--- src/rtl/zicsr_pkg.sv ---
// Shared constants for the machine-mode CSR file and trap sequencer:
// CSR addresses, Zicsr funct3 encodings, mstatus bit positions, FSM states.
package zicsr_pkg;

  localparam logic [11:0] CSR_MSTATUS   = 12'h300;
  localparam logic [11:0] CSR_MIE       = 12'h304;
  localparam logic [11:0] CSR_MTVEC     = 12'h305;
  localparam logic [11:0] CSR_MSCRATCH  = 12'h340;
  localparam logic [11:0] CSR_MEPC      = 12'h341;
  localparam logic [11:0] CSR_MCAUSE    = 12'h342;
  localparam logic [11:0] CSR_MIP       = 12'h344;
  localparam logic [11:0] CSR_MCYCLE    = 12'hB00;
  localparam logic [11:0] CSR_MINSTRET  = 12'hB02;
  localparam logic [11:0] CSR_MCYCLEH   = 12'hB80;
  localparam logic [11:0] CSR_MINSTRETH = 12'hB82;

  localparam logic [2:0] F3_RW  = 3'b001;
  localparam logic [2:0] F3_RS  = 3'b010;
  localparam logic [2:0] F3_RC  = 3'b011;
  localparam logic [2:0] F3_RWI = 3'b101;
  localparam logic [2:0] F3_RSI = 3'b110;
  localparam logic [2:0] F3_RCI = 3'b111;

  localparam int MSTATUS_MIE  = 3;
  localparam int MSTATUS_MPIE = 7;
  localparam int IRQ_BASE     = 16;

  typedef enum logic {ST_RUN = 1'b0, ST_ENTER = 1'b1} trap_state_e;

  // funct3[2] selects the immediate operand; funct3[1:0] selects write/set/clear.
  function automatic logic [31:0] csr_wval(input logic [2:0]  f3,
                                           input logic [31:0] old,
                                           input logic [31:0] rs1,
                                           input logic [4:0]  uimm);
    logic [31:0] opnd;
    opnd = f3[2] ? {27'b0, uimm} : rs1;
    case (f3[1:0])
      2'b01:   csr_wval = opnd;
      2'b10:   csr_wval = old | opnd;
      default: csr_wval = old & ~opnd;
    endcase
  endfunction

endpackage

--- src/rtl/irq_sync.sv ---
// Multi-stage synchroniser for the external interrupt lines plus a
// lowest-index-wins priority encoder over the enabled, synchronised lines.
module irq_sync #(
  parameter int NUM_IRQ  = 4,
  parameter int IRQ_SYNC = 2
) (
  input  logic               clk,
  input  logic               reset,
  input  logic [NUM_IRQ-1:0] i_irq,
  input  logic [NUM_IRQ-1:0] i_en,
  output logic [NUM_IRQ-1:0] o_sync,
  output logic               o_any,
  output logic [3:0]         o_idx
);

  logic [IRQ_SYNC-1:0][NUM_IRQ-1:0] r_sync;
  logic [NUM_IRQ-1:0]               w_hit;

  always_ff @(posedge clk or negedge reset) begin
    if (!reset) begin
      r_sync <= '0;
    end else begin
      r_sync[0] <= i_irq;
      for (int k = 1; k < IRQ_SYNC; k++) r_sync[k] <= r_sync[k-1];
    end
  end

  assign o_sync = r_sync[IRQ_SYNC-1];
  assign w_hit  = o_sync & i_en;
  assign o_any  = |w_hit;

  // Scan downward so the lowest pending index is the last one written.
  always_comb begin
    o_idx = '0;
    for (int i = NUM_IRQ - 1; i >= 0; i--) begin
      if (w_hit[i]) o_idx = 4'(i);
    end
  end

endmodule

--- src/rtl/zicsr_trap_unit.sv ---
// Machine-mode CSR file with Zicsr ops, 64-bit counters and a two-state
// interrupt entry sequencer that supplies trap and mret redirect PCs.
module zicsr_trap_unit
  import zicsr_pkg::*;
#(
  parameter int          NUM_IRQ      = 4,
  parameter int          IRQ_SYNC     = 2,
  parameter bit          HAS_COUNTERS = 1'b1,
  parameter logic [31:0] MTVEC_RESET  = 32'h0000_0000
) (
  input  logic               clk,
  input  logic               reset,
  input  logic               csr_en,
  input  logic [11:0]        csr_index,
  input  logic [2:0]         csr_funct3,
  input  logic [31:0]        csr_rs1,
  input  logic [4:0]         csr_uimm,
  output logic [31:0]        csr_rdata,
  output logic               csr_illegal,
  input  logic [NUM_IRQ-1:0] irq_in,
  input  logic               boundary,
  input  logic [31:0]        pc_in,
  input  logic               instr_ret,
  input  logic               mret,
  output logic               trap_take,
  output logic [31:0]        trap_pc,
  output logic [31:0]        mret_pc,
  output logic               irq_pending
);

  localparam logic [31:0] MIE_MASK = 32'(((64'd1 << NUM_IRQ) - 64'd1) << IRQ_BASE);

  trap_state_e        r_state, w_state_nxt;
  logic               r_mstatus_mie, r_mstatus_mpie;
  logic [31:0]        r_mie, r_mtvec, r_mscratch, r_mepc, r_mcause;
  logic [31:0]        w_mstatus, w_mip, w_rdata, w_wdata;
  logic [63:0]        w_mcycle, w_minstret;
  logic [NUM_IRQ-1:0] w_sync;
  logic               w_any, w_pend, w_mapped, w_we, w_take, w_do_mret;
  logic [3:0]         w_idx;

  irq_sync #(.NUM_IRQ(NUM_IRQ), .IRQ_SYNC(IRQ_SYNC)) u_irq_sync (
    .clk    (clk),
    .reset  (reset),
    .i_irq  (irq_in),
    .i_en   (r_mie[IRQ_BASE +: NUM_IRQ]),
    .o_sync (w_sync),
    .o_any  (w_any),
    .o_idx  (w_idx)
  );

  always_comb begin
    w_mip = '0;
    w_mip[IRQ_BASE +: NUM_IRQ] = w_sync;
  end

  always_comb begin
    w_mstatus = '0;
    w_mstatus[MSTATUS_MIE]  = r_mstatus_mie;
    w_mstatus[MSTATUS_MPIE] = r_mstatus_mpie;
  end

  assign w_pend      = r_mstatus_mie & w_any;
  assign irq_pending = w_pend;
  assign w_do_mret   = (r_state == ST_RUN) & mret;
  assign w_take      = (r_state == ST_RUN) & w_pend & boundary & ~mret;

  // Read mux is driven by the index alone so rdata is the pre-write value.
  always_comb begin
    w_rdata  = '0;
    w_mapped = 1'b1;
    case (csr_index)
      CSR_MSTATUS:   w_rdata = w_mstatus;
      CSR_MIE:       w_rdata = r_mie;
      CSR_MTVEC:     w_rdata = r_mtvec;
      CSR_MSCRATCH:  w_rdata = r_mscratch;
      CSR_MEPC:      w_rdata = r_mepc;
      CSR_MCAUSE:    w_rdata = r_mcause;
      CSR_MIP:       w_rdata = w_mip;
      CSR_MCYCLE:    w_rdata = w_mcycle[31:0];
      CSR_MCYCLEH:   w_rdata = w_mcycle[63:32];
      CSR_MINSTRET:  w_rdata = w_minstret[31:0];
      CSR_MINSTRETH: w_rdata = w_minstret[63:32];
      default:       w_mapped = 1'b0;
    endcase
  end

  assign csr_rdata   = w_rdata;
  assign csr_illegal = csr_en & (~w_mapped | (csr_funct3[1:0] == 2'b00));
  assign w_we        = csr_en & ~csr_illegal;
  assign w_wdata     = csr_wval(csr_funct3, w_rdata, csr_rs1, csr_uimm);

  always_ff @(posedge clk or negedge reset) begin
    if (!reset) r_state <= ST_RUN;
    else        r_state <= w_state_nxt;
  end

  always_comb begin
    w_state_nxt = r_state;
    case (r_state)
      ST_RUN:   if (w_take) w_state_nxt = ST_ENTER;
      ST_ENTER: w_state_nxt = ST_RUN;
      default:  w_state_nxt = ST_RUN;
    endcase
  end

  always_comb begin
    trap_take = (r_state == ST_ENTER);
  end

  // Trap entry, then mret, then the CSR write: at most one touches mstatus.
  always_ff @(posedge clk or negedge reset) begin
    if (!reset) begin
      r_mstatus_mie  <= 1'b0;
      r_mstatus_mpie <= 1'b0;
    end else if (w_take) begin
      r_mstatus_mpie <= r_mstatus_mie;
      r_mstatus_mie  <= 1'b0;
    end else if (w_do_mret) begin
      r_mstatus_mie  <= r_mstatus_mpie;
      r_mstatus_mpie <= 1'b1;
    end else if (w_we && csr_index == CSR_MSTATUS) begin
      r_mstatus_mie  <= w_wdata[MSTATUS_MIE];
      r_mstatus_mpie <= w_wdata[MSTATUS_MPIE];
    end
  end

  always_ff @(posedge clk or negedge reset) begin
    if (!reset) begin
      r_mepc   <= '0;
      r_mcause <= '0;
    end else if (w_take) begin
      r_mepc   <= pc_in & ~32'h3;
      r_mcause <= {1'b1, 31'(IRQ_BASE + int'(w_idx))};
    end else if (w_we) begin
      if (csr_index == CSR_MEPC)   r_mepc   <= w_wdata & ~32'h3;
      if (csr_index == CSR_MCAUSE) r_mcause <= w_wdata;
    end
  end

  always_ff @(posedge clk or negedge reset) begin
    if (!reset) begin
      r_mie      <= '0;
      r_mtvec    <= MTVEC_RESET & ~32'h3;
      r_mscratch <= '0;
    end else if (w_we) begin
      if (csr_index == CSR_MIE)      r_mie      <= w_wdata & MIE_MASK;
      if (csr_index == CSR_MTVEC)    r_mtvec    <= w_wdata & ~32'h3;
      if (csr_index == CSR_MSCRATCH) r_mscratch <= w_wdata;
    end
  end

  assign trap_pc = {r_mtvec[31:2], 2'b00};
  assign mret_pc = r_mepc;

  // A half-write replaces that half and suppresses the increment for one cycle.
  if (HAS_COUNTERS) begin : g_cnt
    logic [63:0] r_mcycle, r_minstret;

    always_ff @(posedge clk or negedge reset) begin
      if (!reset) begin
        r_mcycle   <= '0;
        r_minstret <= '0;
      end else begin
        if (w_we && csr_index == CSR_MCYCLE)       r_mcycle[31:0]  <= w_wdata;
        else if (w_we && csr_index == CSR_MCYCLEH) r_mcycle[63:32] <= w_wdata;
        else                                       r_mcycle        <= r_mcycle + 64'd1;

        if (w_we && csr_index == CSR_MINSTRET)       r_minstret[31:0]  <= w_wdata;
        else if (w_we && csr_index == CSR_MINSTRETH) r_minstret[63:32] <= w_wdata;
        else if (instr_ret)                          r_minstret        <= r_minstret + 64'd1;
      end
    end

    assign w_mcycle   = r_mcycle;
    assign w_minstret = r_minstret;
  end else begin : g_nocnt
    assign w_mcycle   = '0;
    assign w_minstret = '0;
  end

endmodule
--- config.mk ---
export PLATFORM = sky130hd
export DESIGN_NAME = zicsr_trap_unit
export DESIGN_NICKNAME = d
export VERILOG_FILES = /design/src/rtl/zicsr_pkg.sv /design/src/rtl/irq_sync.sv /design/src/rtl/zicsr_trap_unit.sv
export SDC_FILE = /design/constraint.sdc
export NUM_CORES = 1
export LEC_CHECK = 0
export CORE_ASPECT_RATIO = 1.2
export CORE_UTILIZATION = 65
export DETAILED_ROUTE_END_ITERATION = 8
export DONT_BUFFER_PORTS = 1
export PLACE_DENSITY = 0.8
export SETUP_SLACK_MARGIN = 0.15
export SLEW_MARGIN = 20
export SYNTH_ARGS = -nofsm -noshare
export SYNTH_HDL_FRONTEND = slang
export SYNTH_SLANG_ARGS = --single-unit
--- constraint.sdc ---
create_clock -name clk -period 3.05 [get_ports clk]
set_input_delay 0.61 -clock clk [delete_from_list [all_inputs] [get_ports clk]]
set_output_delay 0.61 -clock clk [all_outputs]
set_load 0.01 [all_outputs]
# == After elaboration in Yosys (flattened, before gate mapping) ==
# Cells that the tools add are included.
# totals
ff_bits,269
in_bits,94
output_inout_bits,99
wordCells,99
# classes
add_sub_neg,3
n_eq_ne,15
n_mux,29
n_bitwise,17
reduce_logical,21
# op_table
op,n
two-way mux 32 bit,13
one-hot mux 32 bit (11 select lines),1
"adder 64 x 1 -> 64 bit, second input constant",2
"== test 12 x 10 -> 1 bit, second input constant",7
two-way mux 64 bit,1
one-hot mux 32 bit (2 select lines),1
"== test 12 bit, second input constant",4
AND 32 bit,1
NOT 32 bit,1
bitwise OR 32 bit,1
AND reduction 2 bit,7
two-way mux 4 bit,3
OR reduction 11 bit,1
nonzero test 2 bit,5
two-way mux 1 bit,8
AND 1 bit,7
"adder 5 x 4 -> 6 bit, first input constant",1
logical AND 1 bit,5
NOT 1 bit,5
AND 4 bit,1
"inequality test 2 bit, second input constant",2
OR reduction 4 bit,1
nonzero test 3 bit,1
"== test 2 x 1 -> 1 bit, second input constant",1
5 further kinds,5

# == Longest topological paths before layout ==
# Gate-level depths: netlist of run 1.
# logic_depth
word_depth,12
ltp_mapped,10
ltp_nobuf,8

# == By module ==
# A second synthesis of run 1 with hierarchy kept.
# hier_totals
hier_cells,1898
area_unflattened_um2,16341.9
# modules_own_cells
module,instances,cells_each,area_each_um2,seq_area_each_um2
zicsr_trap_unit,1,1876,16045.4,6481.2
irq_sync,1,22,296.5,200.2

# == Least setup slack after synthesis of run 1 ==
# No wires, ideal clock.
# synth_path
path_type,input-to-output
start,input csr_index[4]
end,output csr_rdata[5]
arrival_time_ns,2.157
t_required_ns,2.440
slack_ns,0.283
cell_stages,6
n_path_buf,2
cell_sequence,buf_2 > or4b_1 > buf_2 > nor3_1 > a222oi_1 > o21ai_1
# synth_between
elab_chain_len,2
word_cells_on_any_way,12
cone_classes,eq/ne: 11; mux: 1
# synth_rtl
item,line,source
start: declaration,zicsr_trap_unit.sv:14,"input logic [11:0] csr_index,"
== test 12 bit or == test 12 x 10 -> 1 bit (tied branches),zicsr_trap_unit.sv:72,case (csr_index)
one-hot mux 32 bit (11 select lines) (*),zicsr_trap_unit.sv:72,
end: declaration,zicsr_trap_unit.sv:18,"output logic [31:0] csr_rdata,"
# Every way passes the cells marked *; elsewhere a longest branch is shown, timed or not.

# == Worst setup path in the final report of run 1 ==
# layout_path
start,register g_cnt.r_minstret[47]
end,output csr_rdata[15]
# layout_between
elab_chain_len,1
# layout_rtl
item,line,source
start: declaration,zicsr_trap_unit.sv:158,"logic [63:0] r_mcycle, r_minstret;"
start signal: assignment,zicsr_trap_unit.sv:170,else if (w_we && csr_index == CSR_MINSTRETH) r_minstret[63:32] <= w_wdata;
start signal: assignment,zicsr_trap_unit.sv:171,else if (instr_ret) r_minstret <= r_minstret + 64'd1;
one-hot mux 32 bit (11 select lines),zicsr_trap_unit.sv:72,
# Every way passes these cells.

==> flow_summary.ini, run 1 <==
[run_status]
status = complete, but fails checks
violations = DRC, hold timing, setup timing

[die]
dieWidth_um = 146
boundaryPins = 193
die-height_um = 175
start_util_pct = 66.8
core_mm2 = 0.0242
die-area_mm2 = 0.0255
rows = 62

[final_layout]
area_delta_synth_final_pct = 14.4
layout-drive-gt1-share_pct = 14.9
layout_commonest_cell = dfrtp_1
layout.cells.most_common_list = 265 x dfrtp_1, 231 x nand2_1, 159 x buf_4, 132 x o21ai_0, 110 x nor2_1
final_cells = 2227
num-nets-final = 1982
final_core_util_pct = 76.4

[timing]
tightest_slew_ns = 1.24
finalCritPeriodShare_pct = 109
slew_viol_final = 0
rsz0062_at_grt = yes
max_slew_margin_pct = 17.6
fin_setup_tns_ns = -0.273
finClkSkew_ns = 0.0268
period_minus_slack_ns = 3.32
hold_violations = 267
setup_ws_ns = -0.273
setup_violations = 1
timing.hold.ws_ns = -0.296
fmax_mhz = 301

[setup_path]
cp_slowest_cell = a222oi_1
path_class = flop to output pin
path_cells = mux2_4 -> a32o_1 -> a222oi_1 -> o211ai_2 -> buf_4
crit_path_end_kind = output pin
cp-start-kind = flop
arrival_ns = 2.71
regToRegSetupSlack_ns = 0.13
worstPathMaxFanout = 3
required_ns = 2.44
slowest_delay_ns = 0.71

[synthesis]
synth_top_area_share_pct = 41.3
synth_edf_count = 0
ys_top_cells_by_area = dfrtp_1 41%, nand2_1 5.4%, mux2i_1 4.9%, o21ai_0 4.1%, a22oi_1 3.1%
ys_seq_elements = 267
yosys.area.top_type = dfrtp_1
synth_cell_types = 92
synth.cell_area_mm2 = 0.0162
ys_warn_count = 0
synthArstFlopShare_pct = 100
syn_avg_cell_area_um2 = 8.94
ys_seq_area_share_pct = 41.3
synth_cells = 1809
ys.flop_type = dfrtp_1

[clock_network]
clock_path_buffers = 3
htree_levels = 1
numClockSinks = 267
root_buffer = clkbuf_16
path_clk_slew_ns = 0.06
clk_latency_ns = 0.60
cts_tree = yes
cts_buffers = 29

[power]
cellPowerDensity_mw_per_mm2 = 445
irDropWorstVdd_mv = 0.440
p_leak_nw = 7.70

[global_routing]
grt_pass1_vias = 16800
grt_pass1_wl_mm = 105
grt_use_total_pct = 55.7
grt_max_degree = 268
grt_overflow_total = 0
antenna_found_initial = 3

[drt]
wire_per_inst_um = 32.3
vias = 17500
detail-route-antenna-nets = 0
vias_per_cell = 7.87
drt_wl_total_mm = 71.9
drc = 42
initialDrtViolationCount = 3105
dr.pass1.iters = 9

[place]
gp_congestion = 1.06
port_buffers = 0
dp_hpwl_mm = 50.6
dpl.cell_count = 2165

[worst_hold_path]
hold_path.class = input port to asynchronous set/reset pin

[flow_run]
drv_cap = 0
-- synthesized netlist by cell type, types with 10 or more instances --
| cell type | n |
|---|---|
| xnor2_1 | 45 |
| nor4_1 | 30 |
| nand2_1 | 233 |
| mux2i_1 | 79 |
| and2_1 | 14 |
| nor2_1 | 110 |
| or4_1 | 12 |
| mux2_2 | 15 |
| dfrtp_1 | 267 |
| a21oi_1 | 62 |
| clkbuf_1 | 81 |
| nor2b_1 | 15 |
| o21ai_0 | 133 |
| a22oi_1 | 66 |
| inv_1 | 21 |
| and3_1 | 32 |
| o22ai_1 | 22 |
| or3_1 | 12 |
| a22o_1 | 15 |
| a222oi_1 | 10 |
| nand4_1 | 54 |
| and4_1 | 23 |
| nand3_1 | 81 |
| o211ai_1 | 29 |
| o21ai_1 | 15 |
| buf_2 | 32 |
| nor3_1 | 38 |
| a211oi_1 | 13 |
| a31oi_1 | 37 |
| xor2_1 | 33 |
-- path summary, 6_finish.rpt --
kind,startpoint,end,cells after the start
setup / recovery,g_cnt.r_minstret[47],csr_rdata[15],5
hold / removal,reset,u_irq_sync.o_sync[1],0
setup reg to reg,r_mie[16],mret_pc[18],9
hold reg to reg,u_irq_sync.r_sync[2],u_irq_sync.o_sync[2],0
max in group asynchronous,reset,mret_pc[10],0
min in group clk,irq_in[0],u_irq_sync.r_sync[0],0
-- registers in the layout (all words and copies together) (netlist names), 4 cells and up --
register and count:
g_cnt.r_minstret 64, r_mcause 32, u_irq_sync.r_sync 4, r_mie 4, u_irq_sync.o_sync 4, mret_pc 30, r_mtvec 30, g_cnt.r_mcycle 64
r_mscratch 32
-- metrics by stage --
step | power (mW) | setup WS, ns | cell area, µm²
after floorplan | 4.26 | 0.283 | 16200
after global placement | 4.47 | 0.148 | 17400
after detailed placement | 4.50 | 0.107 | 17400
after CTS | 8.10 | 0.161 | 18400
after global routing | 8.34 | -0.244 | 18500
final | 8.23 | -0.273 | 18500
-- critical path: cells and delay by family (launching register included) --
family          cells  cell delay [ns]
buf+inv             1             0.21
mux                 1             0.27
compound gates      3             1.17
flops               1             0.46
-- where the power goes --
part | switching (mW) | total [mW] | internal (mW)
sequential | 0.190 | 3.84 | 3.65
clock | 1.63 | 3.72 | 2.09
combinational | 0.419 | 0.665 | 0.247
-- cell type report --
cell class	count	area (µm²)
timing repair buffer	169	1400
multi-input combinational	1394	8930
tap	320	400
clock buffer	39	833
sequential	267	6680
fill	1695	5720
inverter	22	82.6
clock inverter	15	151
antenna	1	2.50
-- routing by layer --
layer  GRT usage, %  up-vias  share of wire [%]
met1           66.4     8195                 32
met3           20.9      597                 16
li1               -     6952                  -
met2           81.5     1781                 41
met4           42.6        2                 11
met5          0.962        -              0.070
-- kinds of logic (layout without fill, tap and decap cells) --
| logic type | after synthesis | in the layout | share of synthesized area, % |
|---|---|---|---|
| and+or+nand+nor | 717 | 717 | 23.5 |
| muxes | 95 | 95 | 6.08 |
| AOI/OAI and AO/OA | 495 | 495 | 20.5 |
| buffers and inverters | 151 | 245 | 3.99 |
| xor gates and xnor gates | 78 | 78 | 4.23 |
| other | 1 | 5 | 0.0232 |
| DFF | 267 | 267 | 41.3 |
| adders and majority gates | 5 | 5 | 0.387 |
-- timing repair --
action / in CTS / in global routing
gates cloned: 0 / 1
endpoints found under the hold margin: 267 / 267
resized for setup: 2 / 6
pin swaps: 3 / 5
buffers inserted: 1 / 5
endpoints found under the setup margin: 1 / 8
(Power assumes the default switching activity.)
==> run 2, diff against run 1 <==
--- a/config.mk
+++ b/config.mk
@@ -5,6 +5,7 @@
 export SDC_FILE = /design/constraint.sdc
 export NUM_CORES = 1
 export LEC_CHECK = 0
+export CAP_MARGIN = 10
 export CORE_ASPECT_RATIO = 1.2
 export CORE_UTILIZATION = 65
 export DETAILED_ROUTE_END_ITERATION = 8
==> results of run 2 <==
Same layout as run 1: the final DEF is identical, and so are final timing and power.
